$ cat src/rtl/prefetch_dma_scheduler.sv
// Arbitrates one DMA request port between demand misses and a line-aligned prefetch queue.
// Demand misses take priority; prefetch issue is capped by an outstanding-fill limit.
module prefetch_dma_scheduler #(
  parameter int addr_width_p         = 32,
  parameter int block_offset_width_p = 6,
  parameter int queue_depth_p        = 4,
  parameter int max_outstanding_p    = 2
) (
  input  logic                                   clk_i,
  input  logic                                   reset_i,
  input  logic                                   demand_v_i,
  input  logic [addr_width_p-1:0]                demand_addr_i,
  output logic                                   demand_ready_o,
  input  logic                                   pf_v_i,
  input  logic [addr_width_p-1:0]                pf_addr_i,
  input  logic                                   pf_enable_i,
  input  logic                                   flush_i,
  output logic                                   pf_drop_o,
  output logic                                   dma_v_o,
  output logic [addr_width_p-1:0]                dma_addr_o,
  output logic                                   dma_is_prefetch_o,
  input  logic                                   dma_ready_i,
  input  logic                                   dma_pf_done_i,
  output logic [$clog2(queue_depth_p+1)-1:0]     queue_count_o,
  output logic [$clog2(max_outstanding_p+1)-1:0] outstanding_o
);

  localparam int line_width_lp  = addr_width_p - block_offset_width_p;
  localparam int ptr_width_lp   = $clog2(queue_depth_p);
  localparam int count_width_lp = $clog2(queue_depth_p + 1);
  localparam int out_width_lp   = $clog2(max_outstanding_p + 1);
  localparam logic [count_width_lp-1:0] full_count_lp = count_width_lp'(queue_depth_p);
  localparam logic [out_width_lp-1:0]   max_out_lp    = out_width_lp'(max_outstanding_p);

  typedef enum logic [1:0] {
    ST_IDLE     = 2'd0,
    ST_DEMAND   = 2'd1,
    ST_PREFETCH = 2'd2
  } state_e;

  state_e state_q, state_d;

  logic [line_width_lp-1:0]  line_q [queue_depth_p];
  logic [queue_depth_p-1:0]  valid_q, valid_d;
  logic [ptr_width_lp-1:0]   wr_ptr_q, wr_ptr_d, rd_ptr_q, rd_ptr_d;
  logic [count_width_lp-1:0] count_q, count_d;
  logic [out_width_lp-1:0]   outstanding_q, outstanding_d;
  logic                      dma_v_q, dma_v_d, dma_is_pf_q, dma_is_pf_d;
  logic [addr_width_p-1:0]   dma_addr_q, dma_addr_d;
  logic                      pf_drop_q, pf_drop_d;

  logic demand_ready, demand_accept, load_demand, load_pf, pop, push;
  logic dma_fire, pf_fire, pf_done_eff, pf_req, pf_hit, same_line;
  logic [line_width_lp-1:0] pf_line, demand_line;
  logic unused_pf_offset;

  assign pf_line          = pf_addr_i[addr_width_p-1:block_offset_width_p];
  assign demand_line      = demand_addr_i[addr_width_p-1:block_offset_width_p];
  assign unused_pf_offset = ^pf_addr_i[block_offset_width_p-1:0];

  // FSM: state register
  always_ff @(posedge clk_i or posedge reset_i) begin
    if (reset_i) state_q <= ST_IDLE;
    else         state_q <= state_d;
  end

  // FSM: next state
  always_comb begin
    state_d = state_q;
    case (state_q)
      ST_IDLE: begin
        if (load_demand)  state_d = ST_DEMAND;
        else if (load_pf) state_d = ST_PREFETCH;
      end
      ST_DEMAND, ST_PREFETCH: if (dma_ready_i) state_d = ST_IDLE;
      default: state_d = ST_IDLE;
    endcase
  end

  // FSM: outputs. A squashed head is popped without issuing anything.
  always_comb begin
    // NOTE: every signal driven here gets a default first so no latch is inferred.
    demand_ready = 1'b0;
    load_demand  = 1'b0;
    load_pf      = 1'b0;
    pop          = 1'b0;
    dma_fire     = 1'b0;
    case (state_q)
      ST_IDLE: begin
        demand_ready = 1'b1;
        if (demand_v_i) begin
          load_demand = 1'b1;
        end else if (!flush_i && count_q != '0) begin
          if (!valid_q[rd_ptr_q]) begin
            pop = 1'b1;
          end else if (outstanding_q < max_out_lp) begin
            pop     = 1'b1;
            load_pf = 1'b1;
          end
        end
      end
      default: dma_fire = dma_ready_i;
    endcase
  end

  assign demand_accept = demand_v_i & demand_ready;
  assign pf_fire       = dma_fire & (state_q == ST_PREFETCH);
  assign pf_done_eff   = dma_pf_done_i & (outstanding_q != '0);

  // Duplicate filter covers valid queue entries and a prefetch still waiting on the port.
  always_comb begin
    pf_hit = 1'b0;
    for (int i = 0; i < queue_depth_p; i++) begin
      if (valid_q[i] && line_q[i] == pf_line) pf_hit = 1'b1;
    end
    if (dma_v_q && dma_is_pf_q &&
        dma_addr_q[addr_width_p-1:block_offset_width_p] == pf_line) pf_hit = 1'b1;
  end

  assign pf_req    = pf_v_i & pf_enable_i & ~flush_i;
  assign push      = pf_req & ~pf_hit & ((count_q != full_count_lp) | pop);
  assign pf_drop_d = pf_req & ~push;
  assign same_line = demand_accept & (demand_line == pf_line);

  always_comb begin
    valid_d  = valid_q;
    wr_ptr_d = wr_ptr_q;
    rd_ptr_d = rd_ptr_q;
    if (demand_accept) begin
      for (int i = 0; i < queue_depth_p; i++) begin
        if (line_q[i] == demand_line) valid_d[i] = 1'b0;
      end
    end
    if (pop) begin
      valid_d[rd_ptr_q] = 1'b0;
      rd_ptr_d          = rd_ptr_q + ptr_width_lp'(1);
    end
    // On a full queue wr_ptr equals rd_ptr, so the push lands after the pop clears the slot.
    if (push) begin
      valid_d[wr_ptr_q] = ~same_line;
      wr_ptr_d          = wr_ptr_q + ptr_width_lp'(1);
    end
    count_d = count_q + count_width_lp'(push) - count_width_lp'(pop);
    if (flush_i) begin
      valid_d  = '0;
      wr_ptr_d = '0;
      rd_ptr_d = '0;
      count_d  = '0;
    end
  end

  always_comb begin
    outstanding_d = outstanding_q;
    case ({pf_fire, pf_done_eff})
      2'b10:   outstanding_d = outstanding_q + out_width_lp'(1);
      2'b01:   outstanding_d = outstanding_q - out_width_lp'(1);
      default: outstanding_d = outstanding_q;
    endcase
  end

  always_comb begin
    dma_v_d     = dma_v_q;
    dma_addr_d  = dma_addr_q;
    dma_is_pf_d = dma_is_pf_q;
    if (load_demand) begin
      dma_v_d     = 1'b1;
      dma_addr_d  = demand_addr_i;
      dma_is_pf_d = 1'b0;
    end else if (load_pf) begin
      dma_v_d     = 1'b1;
      dma_addr_d  = {line_q[rd_ptr_q], {block_offset_width_p{1'b0}}};
      dma_is_pf_d = 1'b1;
    end else if (dma_fire) begin
      dma_v_d = 1'b0;
    end
  end

  // NOTE: the line storage has no reset; the valid bits and count alone define occupancy.
  always_ff @(posedge clk_i) begin
    if (push) line_q[wr_ptr_q] <= pf_line;
  end

  // NOTE: state updates use non-blocking assignments so every register samples pre-edge values.
  always_ff @(posedge clk_i or posedge reset_i) begin
    if (reset_i) begin
      valid_q       <= '0;
      wr_ptr_q      <= '0;
      rd_ptr_q      <= '0;
      count_q       <= '0;
      outstanding_q <= '0;
      dma_v_q       <= 1'b0;
      dma_addr_q    <= '0;
      dma_is_pf_q   <= 1'b0;
      pf_drop_q     <= 1'b0;
    end else begin
      valid_q       <= valid_d;
      wr_ptr_q      <= wr_ptr_d;
      rd_ptr_q      <= rd_ptr_d;
      count_q       <= count_d;
      outstanding_q <= outstanding_d;
      dma_v_q       <= dma_v_d;
      dma_addr_q    <= dma_addr_d;
      dma_is_pf_q   <= dma_is_pf_d;
      pf_drop_q     <= pf_drop_d;
    end
  end

  assign demand_ready_o    = demand_ready & ~reset_i;
  assign pf_drop_o         = pf_drop_q;
  assign dma_v_o           = dma_v_q;
  assign dma_addr_o        = dma_addr_q;
  assign dma_is_prefetch_o = dma_is_pf_q;
  assign queue_count_o     = count_q;
  assign outstanding_o     = outstanding_q;

endmodule

$ cat config.mk
export PLATFORM = sky130hd
export DESIGN_NAME = prefetch_dma_scheduler
export DESIGN_NICKNAME = d
export VERILOG_FILES = /design/src/rtl/prefetch_dma_scheduler.sv
export SDC_FILE = /design/constraint.sdc
export NUM_CORES = 1
export LEC_CHECK = 0
export BUFFER_PORTS_ARGS = -buffer_cell sky130_fd_sc_hd__buf_2
export CAP_MARGIN = 20
export CORE_MARGIN = 2
export CORE_UTILIZATION = 53
export DETAILED_ROUTE_END_ITERATION = 16
export HOLD_SLACK_MARGIN = 0.05
export PLACE_DENSITY = 0.87
export SYNTH_ARGS = -nofsm -noshare
export SYNTH_HDL_FRONTEND = slang
export SYNTH_SLANG_ARGS = --single-unit
$ cat constraint.sdc
create_clock -name clk_i -period 3.2 [get_ports clk_i]
set_input_delay 0.32 -clock clk_i [delete_from_list [all_inputs] [get_ports clk_i]]
set_output_delay 0.32 -clock clk_i [all_outputs]
set_load 0.005 [all_outputs]
* Word level (Yosys, flattened, before mapping)
Memory sizes are Yosys's and may differ from the RTL's.
Index checks and enable logic that the tools add are counted.
** Storage, ports and cells
- Register bits :: 50
- RAM bits :: 104
- Memories :: 1
** Memories
- line_q :: depth 4, width 26, rd ports 5, clocked after Yosys merged registers in 0, write ports 1, line 43 : logic [line_width_lp-1:0] line_q [queue_depth_p];
** Operators by class
- $add $sub $neg :: 6
- $lt $le $gt $ge :: 5
- Eq/ne operators :: 17
- Mux-type cells :: 52
- Bitwise gates (word level) :: 18
- Reductions and logical operators :: 20
** Operators with widths (number)
- == test 26 bit :: 10
- 2-to-1 mux 32 bit :: 2
- 2-to-1 mux 1 bit :: 32
- 2-to-1 mux 4 bit :: 4
- 2-to-1 mux 2 bit :: 7
- bitwise AND 1 bit :: 10
- nonzero test 2 bit :: 5
- logical AND 1 bit :: 9
- case mux 2 bit (2 select lines) :: 2
- adder 2 x 1 -> 2 bit (second input constant) :: 3
- less-than comparator 2 x 3 -> 1 bit (second input constant) :: 2
- inequality test 3 bit (second input constant) :: 2
- nonzero test 3 bit :: 2
- NOT 1 bit :: 5
- bitwise AND 4 bit :: 1
- bitwise mux 4 bit :: 1
- demux 1 bit (select 2 bit) :: 2
- == test 2 x 1 -> 1 bit (second input constant) :: 2
- == test 2 bit (second input constant) :: 2
- greater-or-equal comparator 2 x 1 -> 1 bit (second input constant) :: 2
- NOT 4 bit :: 1
- adder 3 x 1 -> 3 bit :: 1
- 2-to-1 mux 3 bit :: 1
- subtractor 3 x 1 -> 3 bit :: 1
- other kinds (9) :: 9

* Depth between registers and ports, before layout
- Depth in word-level cells :: 13
- Gate-level depth with buffers :: 13
- Mapped depth without buffers :: 13

* Worst setup path before layout
Ideal clock, no wire load.
- Path type :: reg-to-reg
- Start :: register rd_ptr_q[0]
- End :: register count_q[2] (netlist: queue_count_o[2])
- Setup time :: 0.130 ns
- Arrival :: 2.956 ns
- Data required time :: 3.070 ns
- Slack :: 0.114 ns
- Stages on the path, launching flop included :: 12
- Buffers on the path :: 0
- Clock period less this slack :: 3.086 ns
- Cells stage by stage :: dfrtp_1 mux4_2 a2111oi_4 or4b_4 nand4_4 ha_1 inv_1 ha_1 inv_1 fa_1 xnor2_1 nor2_1
** On the way
- Longest elaborated chain between the ends :: 11
** Ends and longest elaborated chain
- start, declared :: line 45 : logic [ptr_width_lp-1:0] wr_ptr_q, wr_ptr_d, rd_ptr_q, rd_ptr_d;
- start signal, assigned :: line 198 : rd_ptr_q <= rd_ptr_d;
- binary-select mux 1 bit (select 2 bit) * :: line 94 : if (!valid_q[rd_ptr_q]) begin
- 2-to-1 mux 1 bit (implied by the code) * :: line 94
- 2-to-1 mux 1 bit * :: line 94
- 2-to-1 mux 1 bit * :: line 93 : end else if (!flush_i && count_q != '0) begin
- 2-to-1 mux 1 bit * :: line 91 : if (demand_v_i) begin
- 2-to-1 mux 1 bit * :: line 88 : case (state_q)
- bitwise OR 1 bit :: line 121 : assign push = pf_req & ~pf_hit & ((count_q != full_count_lp) | pop);
- bitwise AND 1 bit :: line 121
- adder 3 x 1 -> 3 bit :: line 143 : count_d = count_q + count_width_lp'(push) - count_width_lp'(pop);
- subtractor 3 x 1 -> 3 bit * :: line 143
- 2-to-1 mux 3 bit * :: line 144 : if (flush_i) begin
- net count_d[2] :: line 46 : logic [count_width_lp-1:0] count_q, count_d;
- end signal, assigned :: line 199 : count_q <= count_d;
- end, declared :: line 46
Mark *: on every way through the listed nets, which the timed path passes. The rest lies on a longest branch. The select of a mux whose other input is x is not followed.
A chain may end at the register's enable or synchronous reset.

* Final worst setup path
- Start :: register valid_q[3]
- End :: register count_q[2] (netlist: queue_count_o[2])
** On the way
- Longest elaborated chain between the ends :: 11
** Ends and longest elaborated chain
- start, declared :: line 44 : logic [queue_depth_p-1:0] valid_q, valid_d;
- start signal, assigned :: line 196 : valid_q <= valid_d;
- binary-select mux 1 bit (select 2 bit) :: line 94
- 2-to-1 mux 1 bit (implied by the code) :: line 94
- 2-to-1 mux 1 bit :: line 94
- 2-to-1 mux 1 bit :: line 93
- 2-to-1 mux 1 bit :: line 91
- 2-to-1 mux 1 bit :: line 88
- bitwise OR 1 bit :: line 121
- bitwise AND 1 bit :: line 121
- adder 3 x 1 -> 3 bit :: line 143
- subtractor 3 x 1 -> 3 bit * :: line 143
- 2-to-1 mux 3 bit * :: line 144
- net count_d[2] :: line 46
Marks and branches as above.

==> flow_summary_export.csv <==
group,metric,value,unit
clock_network,htreeDepth,4,
power,leakage,4.00,nW
cells_and_area,syn_to_final_growth,14.4,%
cells_and_area,utilization,61.8,%
critical_path,cp_top_family,"adder cells",
placement,place_congestion,1.03,
sta,fin_crit,3.04,ns
sta,setup_violations,0,
placement,io_buffers,106,
min_path,hold_class,"in2reg",
clock_network,clk_pin_slew,0.06,ns
sta,setup_tns,0,ns
power,vdd_ir_drop_max,0.386,mV
yosys,syn-num-nets,882,
yosys,yosys.area.top_type,"edfxtp_1",
power,pwr_density_cell,594,nW/um2
routing,drtIter0Drc,756,
clock_network,clock_latency,0.44,ns
yosys,synth-main-ff-cell,"edfxtp_1",
placement,post-place-ws,0.171,ns
global_route,antenna_found_initial,0,
yosys,synth_fa_ha_area_share,1.95,%
floorplan,rows,48,
sta,setup_slack,0.160,ns
yosys,synth_top_family_by_area,"XOR/XNOR gates",
critical_path,path_cells,"mux4_2 > a2111oi_4 > or4b_4 > nand4_4 > ha_1 > inv_1 > ha_1 > inv_1 > fa_1 > xnor2_1 > nor2_1",
sta,finalHoldViolCount,0,
yosys,synth_xor_area_share,24.9,%
sta,timing.final.max_slew_violations,0,
routing,wirelength,27400,um
clock_network,postCtsSetupRepairBufs,0,
yosys,yosys-top-cells-area,"edfxtp_1, xnor2_1, dfrtp_1, xor2_1, mux4_2",
floorplan,dieWidth,137,um
sta,fmax,329,MHz
yosys,ys_warn_count,0,
flow_run,drv_cap,0,
routing,drc,0,
cells_and_area,final_cell_area,10700,um2
cells_and_area,drive_gt1_share,22.1,%
routing,routedWlPerCell,24.5,um
floorplan,dieArea,18700,um2
yosys,post_synth_num_cell_types,36,
placement,postPlaceCellArea,10100,um2
yosys,yosysMostFrequentCell,"xnor2_1",
yosys,synth_cells,796,
floorplan,io_pins,113,
routing,dr_total_vias,6579,
global_route,gr-total-overflow,0,
clock_network,cts_tree,"built",
yosys,ys_async_sr_fraction,32.5,%
critical_path,endpoint_kind,"flop",
yosys,synth-seq-cells,154,
sta,min_period_over_period,95.0,%
global_route,grt_use_total,31.0,%
cells_and_area,diodes,0,
critical_path,max_stage_delay,0.56,ns
floorplan,core,17300,um2
yosys,yosysTopAreaCellShare,33.4,%
routing,drt-vias-per-instance,5.87,
power,p_total,6.35,mW
sta,max_slew.worst_pin.slew,0.769,ns
critical_path,path_max_fanout,5,
clock_network,root_buffer,"clkbuf_16",
yosys,yosys.area_share.simple,9.73,%
routing,drt_pass1_iterations,5,
yosys,synthMuxAreaShare,10.0,%
placement,hpwl,20900,um
yosys,synth_common_cells,"xnor2_1, edfxtp_1, xor2_1",
critical_path,slowest_stage,"mux4_2",
run_status,status,"complete, no violations",
yosys,yosysSeqAreaShare,46.8,%
global_route,grt_pass1_wl,41200,um
critical_path,path_class,"reg2reg",
clock_network,cts_max_path_buffers,2,
critical_path,cp.buffers_inverters,2,
clock_network,cts_made_buffers,17,
yosys,synth_edf_count,104,
sta,rsz0062_at_grt,"no",
clock_network,cts.sink_count,154,
sta,max_slew_margin,48.2,%
global_route,grt_max_degree,59,
yosys,synth-compound-area-share,3.04,%
floorplan,initial_utilization,54.1,%
sta,fin_worst_skew,0.0105,ns
routing,final_antenna_net_count,0,
critical_path,crit_required,3.51,ns
cells_and_area,nets,968,
global_route,grt_pass1_vias,6766,
floorplan,die_h,137,um
critical_path,start_kind,"flop",
yosys,syn_avg_cell_area,11.7,um2
critical_path,critPathArrivalTime,3.35,ns
yosys,syn-cell-area,9350,um2
what timing repair did:
action / CTS / global route
resized for setup: 0 / 1
setup endpoints to repair: 0 / 1
hold endpoints to repair: 28 / 0
hold buffers: 1 / 0
layer usage:
metal	vias up	GRT usage, %	share of wire, %
li1	2970	-	-
met1	3218	40.0	40
met2	322	49.8	47
met5	-	0	0
met4	0	15.2	4.6
met3	69	6.89	7.6
area by class of cell:
class                      count  area, um2
tap                          225        282
timing repair buffer         137        778
multi-input combinational    554       4650
clock inverter                12        101
inverter                      18       67.6
sequential                   154       4380
clock buffer                  20        437
fill                        1366       6600
through the flow:
step	std cells	hold WS (ns)
finish	1120	0.0743
global route	1120	0.0881
CTS	1120	0.0675
detailed placement	1087	0.452
global placement	1087	0.443
floorplan	796	0.419
worst paths after layout:
path / endpoint / slack, ns / start / depth (start not counted)
min in group asynchronous: dma_addr_o[16] / 0.52 / reset_i / 3
hold reg to reg: dma_addr_o[4] / 0.50 / dma_addr_o[4] / 2
max in group asynchronous: dma_addr_o[12] / 1.87 / reset_i / 4
setup reg to reg: queue_count_o[2] / 0.16 / valid_q[3] / 11
setup / recovery: queue_count_o[2] / 0.16 / valid_q[3] / 11
hold / removal: dma_addr_o[2] / 0.07 / demand_addr_i[2] / 3
worst register-to-register path, delay by kind of cell (launching register included):
family | cells | cell delay (ns)
adder cells (fa/ha/maj) | 3 | 0.85
multiplexers | 1 | 0.56
flip-flops | 1 | 0.43
AO/OA/AOI/OAI | 1 | 0.40
AND/OR/NAND/NOR | 3 | 0.40
XOR/XNOR | 1 | 0.16
buffers and inverters | 2 | 0.11
cell usage in the layout, fill, tap and decap left out, types with 2 or more instances in the layout:
master / n
clkinv_1: 2
nand2b_1: 2
mux2_1: 5
mux4_2: 27
xor2_1: 73
a21oi_1: 7
clkbuf_16: 17
clkinvlp_4: 6
edfxtp_1: 104
nor3_1: 6
clkinv_2: 2
dfrtp_1: 49
a22oi_1: 2
nand2_1: 48
nand4_1: 49
nor2_1: 8
inv_1: 17
a2111oi_0: 4
xnor2_1: 192
ha_1: 13
nand3_1: 17
mux2i_1: 27
o21ai_1: 26
buf_4: 29
clkbuf_1: 3
nor2b_1: 3
buf_2: 106
nor4_1: 30
where the power goes:
part,internal (mW),switching (mW),total [mW]
Combinational,0.814,0.946,1.76
Sequential,2.42,0.273,2.70
Clock,1.06,0.834,1.89
flip-flops by register name, indices dropped and copies added (netlist names):
signal	flops
wr_ptr_q	2
dma_is_prefetch_o	1
dma_addr_o	32
line_q	104
rd_ptr_q	2
outstanding_o	2
state_q	2
pf_drop_o	1
valid_q	4
dma_v_o	1
queue_count_o	3
cells by family after synthesis:
group                      Yosys count
AOI/OAI and AO/OA                   46
xor gates and xnor gates           266
adders and majority gates           14
buffers and inverters               88
DFF                                154
muxes                               59
and+or+nand+nor                    169
No activity file was read; power rests on OpenSTA's default activity.
